$ cat src/rtl/demux_scheduler.sv
// demux_scheduler: accepts one word at a time and routes it to one of eight
// channels, chosen round-robin among the enabled channels. The word is held
// on out_data/out_valid/sel until that channel's sink takes it.
module demux_scheduler #(
  parameter int DATA_W = 8
) (
  input  logic              clk,
  input  logic              rst_n,
  input  logic [DATA_W-1:0] in_data,
  input  logic              in_valid,
  output logic              in_ready,
  input  logic [7:0]        chan_en,
  input  logic [7:0]        out_ready,
  output logic [DATA_W-1:0] out_data,
  output logic [7:0]        out_valid,
  output logic [2:0]        sel,
  output logic              busy,
  output logic [15:0]       disp_count
);

  typedef enum logic {IDLE = 1'b0, HOLD = 1'b1} state_t;

  state_t     state;
  state_t     state_nxt;
  logic [2:0] ptr;
  logic [2:0] grant;
  logic       accept;
  logic       release_hit;

  // First enabled channel found when searching start, start+1, ... (mod 8).
  function automatic logic [2:0] rr_pick(input logic [7:0] en, input logic [2:0] start);
    logic [2:0] res;
    logic [2:0] idx;
    logic       found;
    res   = start;
    found = 1'b0;
    for (int k = 0; k < 8; k++) begin
      idx = start + 3'(k);
      if (!found && en[idx]) begin
        res   = idx;
        found = 1'b1;
      end
    end
    return res;
  endfunction

  assign grant = rr_pick(chan_en, ptr);

  // State register.
  always_ff @(posedge clk) begin
    if (!rst_n) state <= IDLE;
    else        state <= state_nxt;
  end

  // Next-state logic: accept moves to HOLD, the selected sink's ready releases it.
  always_comb begin
    state_nxt = state;
    case (state)
      IDLE:    if (accept)      state_nxt = HOLD;
      HOLD:    if (release_hit) state_nxt = IDLE;
      default: state_nxt = IDLE;
    endcase
  end

  // Output/handshake decode; in_ready is forced low while reset is asserted.
  always_comb begin
    in_ready    = (state == IDLE) && rst_n && (chan_en != 8'h00);
    busy        = (state == HOLD);
    accept      = in_valid && in_ready;
    release_hit = (state == HOLD) && out_ready[sel];
  end

  // Held word, grant, pointer and dispatch counter.
  always_ff @(posedge clk) begin
    if (!rst_n) begin
      ptr        <= 3'd0;
      sel        <= 3'd0;
      out_valid  <= 8'h00;
      out_data   <= '0;
      disp_count <= 16'h0000;
    end else if (accept) begin
      out_data  <= in_data;
      sel       <= grant;
      out_valid <= 8'h01 << grant;
    end else if (release_hit) begin
      out_valid  <= 8'h00;
      ptr        <= sel + 3'd1;
      disp_count <= disp_count + 16'd1;
    end
  end

endmodule

$ cat config.mk
export PLATFORM = sky130hd
export DESIGN_NAME = demux_scheduler
export DESIGN_NICKNAME = d
export VERILOG_FILES = /design/src/rtl/demux_scheduler.sv
export SDC_FILE = /design/constraint.sdc
export NUM_CORES = 1
export LEC_CHECK = 0
export CELL_PAD_IN_SITES_DETAIL_PLACEMENT = 1
export CELL_PAD_IN_SITES_GLOBAL_PLACEMENT = 2
export CORE_ASPECT_RATIO = 1.4
export CORE_UTILIZATION = 31
export DETAILED_ROUTE_END_ITERATION = 12
export MAX_ROUTING_LAYER = met4
export PLACE_DENSITY = 0.92
export SYNTH_ARGS = -nofsm -noshare
export SYNTH_HDL_FRONTEND = slang
export SYNTH_SLANG_ARGS = --single-unit
$ cat constraint.sdc
create_clock -name clk -period 4.1 [get_ports clk]
set_input_delay 0.82 -clock clk [delete_from_list [all_inputs] [get_ports clk]]
set_output_delay 0.82 -clock clk [all_outputs]
set_load 0.01 [all_outputs]
Yosys cells after proc, flatten, opt, wreduce, memory -nomap -nowiden
Cells that the tools add are included.
- flip-flop bits (word level): 39
- bits of input ports: 27
- add/subtract/negate cells: 9
- order comparisons: 9
- shift operators: 1
- multiplexer cells: 37
- bitwise operators: 2
- reductions and logical operators: 21
- operators with widths (cell ; count):
    3-bit by 4-bit less-than comparator with 1-bit output, second input constant ; 9
    1-bit binary-select mux with 3-bit select ; 9
    3-bit 2-to-1 mux ; 7
    1-bit 2-to-1 mux ; 18
    16-bit by 1-bit adder with 16-bit output, second input constant ; 1
    8-bit 2-to-1 mux ; 2
    3-bit adder, second input constant ; 4
    1-bit logical AND ; 11
    8-bit nonzero test ; 1
    1-bit by 3-bit left shift with 8-bit output, first input constant ; 1
    1-bit zero test ; 7
    3-bit by 1-bit adder with 3-bit output, second input constant ; 2
    3-bit by 2-bit adder with 3-bit output, second input constant ; 2
    1-bit inverter ; 2
    1-bit case mux with 2 select lines ; 1
    2-bit AND reduction ; 1
    2-bit nonzero test ; 1

Logic depth before layout (Yosys ltp)
- word-level depth: 26
- depth in mapped cells: 13
- mapped depth without buffers: 9

Least setup slack after synthesis
No wires, ideal clock.
- kind: flip-flop to flip-flop
- start point: reg ptr[1]
- end point: reg out_valid[0]
- setup time: 0.117 ns
- arrival time: 3.675 ns
- data required time: 3.983 ns
- setup slack: 0.308 ns
- stages on the path, launching flop included: 14
- path buffers: 4
- cells stage by stage: dfxtp_1 buf_1 clkbuf_1 inv_1 ha_1 buf_6 buf_6 mux2i_1 mux4_1 or3b_1 a311o_1 and3_4 or2_4 a32o_2
- word-level cells in the longest chain between the ends: 26
- elaborated cells on any way between the ends: 53
- RTL lines (item ; RTL line ; text):
    from (decl) ; 25 ; logic [2:0] ptr;
    from (signal assigned) ; 87 ; ptr <= sel + 3'd1;
    branches (longest 23 deep; another with 3-bit by 1-bit adder with 3-bit output) ; -- ;
    3-bit 2-to-1 mux (*) ; 39 ; if (!found && en[idx]) begin
    1-bit by 3-bit left shift with 8-bit output (*) ; 84 ; out_valid <= 8'h01 << grant;
    8-bit 2-to-1 mux (*) ; 81 ; end else if (accept) begin
    to (signal assigned) ; 84 ;
    to (decl) ; 15 ; output logic [7:0] out_valid,
Every way passes the cells marked *. The select of a mux whose other input is x is not followed.
A chain may end at the register's enable or synchronous reset.

Worst setup path after layout
- start point: reg ptr[0]
- end point: reg sel[1]
- word-level cells in the longest chain between the ends: 24
- elaborated cells on any way between the ends: 51
- RTL lines (item ; RTL line ; text):
    branches (longest 23 deep; another with 3-bit by 1-bit adder with 3-bit output) ; -- ;
    3-bit 2-to-1 mux (*) ; 39 ;
    to (signal assigned) ; 83 ; sel <= grant;
    to (decl) ; 16 ; output logic [2:0] sel,
Marks and branches as above.

==> impl_metrics.yaml <==
timing:
  final-hold-violation-count: 0
  skew_ns: 0.00387
  worst_pin_slew_ns: 0.737
  achievable-frequency_mhz: 265
  post-route-period-util_pct: 91.9
  drv_slew: 0
  setup_violations: 0
  setup_tns_ns: 0
  relSlewSlack_pct: 50.9
  finalWorstSetupSlack_ns: 0.333
  layout_min_cycle_time_ns: 3.77
  unrepaired_setup_endpoints_after_global_routing: "no"
power:
  worst_ir_drop_vdd_mv: 0.206
  static-leakage-power_nw: 1.31
  powerDensity_nw_per_um2: 316
  post-layout-total-power_w: 0.00118
setup_path:
  cp.arrival_ns: 3.90
  timing.critical_path.to_type: "flop"
  crit_path_start_kind: "flop"
  timing.setup.critical_path_class: "reg2reg"
  worst_r2r_path_depth: 9
  required_ns: 4.24
  crit_fanout: 16
cts:
  post-cts-setup-buffer-count: 0
  cts_sinks: 39
  htree_num_levels: 2
  cts-buffers-inserted: 5
  cts_hold_buffers: 0
  clock_insertion_delay_worst_skew_ns: 0.28
  root_buffer: "clkbuf_16"
  ctsLongestPathBuffers: 2
  tritoncts: "done"
  post_cts.resized_instances: 0
  clk_pin_slew_worst_paths_ns: 0.06
floorplanning:
  coreArea_sq_um: 8980
  initial_utilization_pct: 31.8
  dieArea_sq_um: 9600
  die_y_um: 116
  floorplan.die.width_um: 83.1
  io_pins: 64
  rows: 41
placed_design:
  place.detailed.instances: 457
  gp_routability_congestion: 0.895
  dpl_worst_slack_ns: 0.203
  dpl.hpwl_um: 6290
  placement.cell_area_sq_um: 3540
  total_of_buffers_placed_on_input_and_output_ports: 63
route:
  vias_per_cell: 5.68
  ant_nets: 0
  drc: 0
  avgRoutedWirePerCell_um: 18.3
  totalWireLength_um: 8530
  first_iter_violations: 112
  detailedRoute.firstPassIterationCount: 4
  routed-via-count: 2641
grt:
  grt_antenna_before_repair: 0
  grt_pass1_vias: 2812
  global_route_wire_length_before_repair_um: 14100
  grt_max_degree: 33
  grtUsageTotal_pct: 18.8
  globalRouteOverflowTotal: 0
synth:
  postSynthAreaPerCell_sq_um: 9.35
  post-synth-top-area-cell: "dfxtp_1"
  synth_top_area_share_pct: 27.4
  ys_seq_area_share_pct: 27.4
  synthesis.yosys.warnings: 0
  synth.area.top_cells: "dfxtp_1, mux4_1, nand2_1, mux4_2, a21boi_0"
  post_synth_cell_types: 59
  combined_area_of_all_synthesized_cells_sq_um: 2850
  synth_ff_type: "dfxtp_1"
  synth_enable_flop_cells: 0
  synthesis.nets: 336
  asyncSetResetFlopFracSynth_pct: 0
  yosys-top-cells-count: "nand2_1, dfxtp_1, a21boi_0"
  synthCells: 305
  post-synth-top-count-cell: "nand2_1"
  number_of_storage_elements_in_the_synthesis_netlist: 39
flow_run:
  cap_viol_max_count: 0
finish:
  n_antenna_cell: 0
  layoutNonFillerInstCount: 465
  finish.net_count: 388
  stdcell_area_sq_um: 3730
  area_growth_pct: 30.7
  fillCellCount: 1015
  drive_gt1_share_pct: 8.94
hold_path:
  hold-path-cell-count: 2
  hold_path_class: "reg2reg"
status:
  status: "finished, final reports clean"
[placed cells by master (no fill, tap or decap), drive strengths merged, types with 5 or more instances in the layout]
cell type	instances
xnor2	11
a21boi	18
buf	6
mux4	21
mux2i	9
nand2	46
nand3	7
dfxtp	39
and2	13
o21ai	9
nand4	5
clkbuf	6
a21oi	5
inv	10
nor2	10
o31ai	7
clkdlybuf4s50	63
[worst max-delay path, stage by stage (launching register included)]
cell,delay (ns)
dfxtp_1,0.35
inv_2,0.12
ha_1,0.79
mux4_1,0.77
mux2i_1,0.38
nand2_1,0.17
o41ai_1,0.50
o21ai_0,0.16
o211ai_1,0.21
a21boi_0,0.17
[area by class of cell]
type	count	area [sq um]	share of cell area (%)
Clock buffer	6	129	3.46
Clock inverter	2	60.1	1.61
Inverter	10	37.5	1.01
Multi-Input combinational cell	232	1910	51.3
Sequential cell	39	781	20.9
Tap cell	107	134	3.59
Timing Repair Buffer	69	676	18.1
[worst paths after layout]
path                       startpoint                  endpoint  slack (ns)
min reg2reg  out_data[0]$_SDFFE_PN0P_  out_data[0]$_SDFFE_PN0P_        0.46
max reg2reg       ptr[0]$_SDFFE_PN0P_       sel[1]$_SDFFE_PN0P_        0.33
min          out_data[0]$_SDFFE_PN0P_  out_data[0]$_SDFFE_PN0P_        0.46
max               ptr[0]$_SDFFE_PN0P_       sel[1]$_SDFFE_PN0P_        0.33
[kinds of logic after synthesis]
logic type / share of synthesized area (%)
AND/OR/NAND/NOR: 21.1
multiplexers: 23.3
buffers and inverters: 5.57
flip-flops: 27.4
adder cells (fa/ha/maj): 1.75
XOR/XNOR: 3.99
AO/OA/AOI/OAI: 16.9
[state kept, by name, indices dropped and copies added (netlist names)]
register	count
sel	3
ptr	3
busy	1
out_data	8
disp_count	16
out_valid	8
[per-stage QoR]
stage                     hold WS, ns  util [%]
final                           0.465      41.5
after global placement          0.452      39.4
after detailed placement        0.459      39.4
after floorplan                 0.481         -
after CTS                       0.468      41.5
after global routing            0.499      41.5
[per-layer routing]
| layer | global-route usage (%) | wire length [um] | vias up |
|---|---|---|---|
| met5 | - | 0 | - |
| met4 | 7.01 | 204 | 0 |
| met3 | 2.07 | 255 | 16 |
| met2 | 35.8 | 4730 | 66 |
| met1 | 19.9 | 3340 | 1307 |
| li1 | - | - | 1252 |
[power by group]
group / internal [W] / switching (W) / total, W / leakage (nW)
logic: 0.000134 / 0.000141 / 0.000275 / 0.899
registers: 0.000393 / 0.0000138 / 0.000407 / 0.316
clock network: 0.000349 / 0.000149 / 0.000497 / 0.0911
Power figures use the tool's default switching activity.
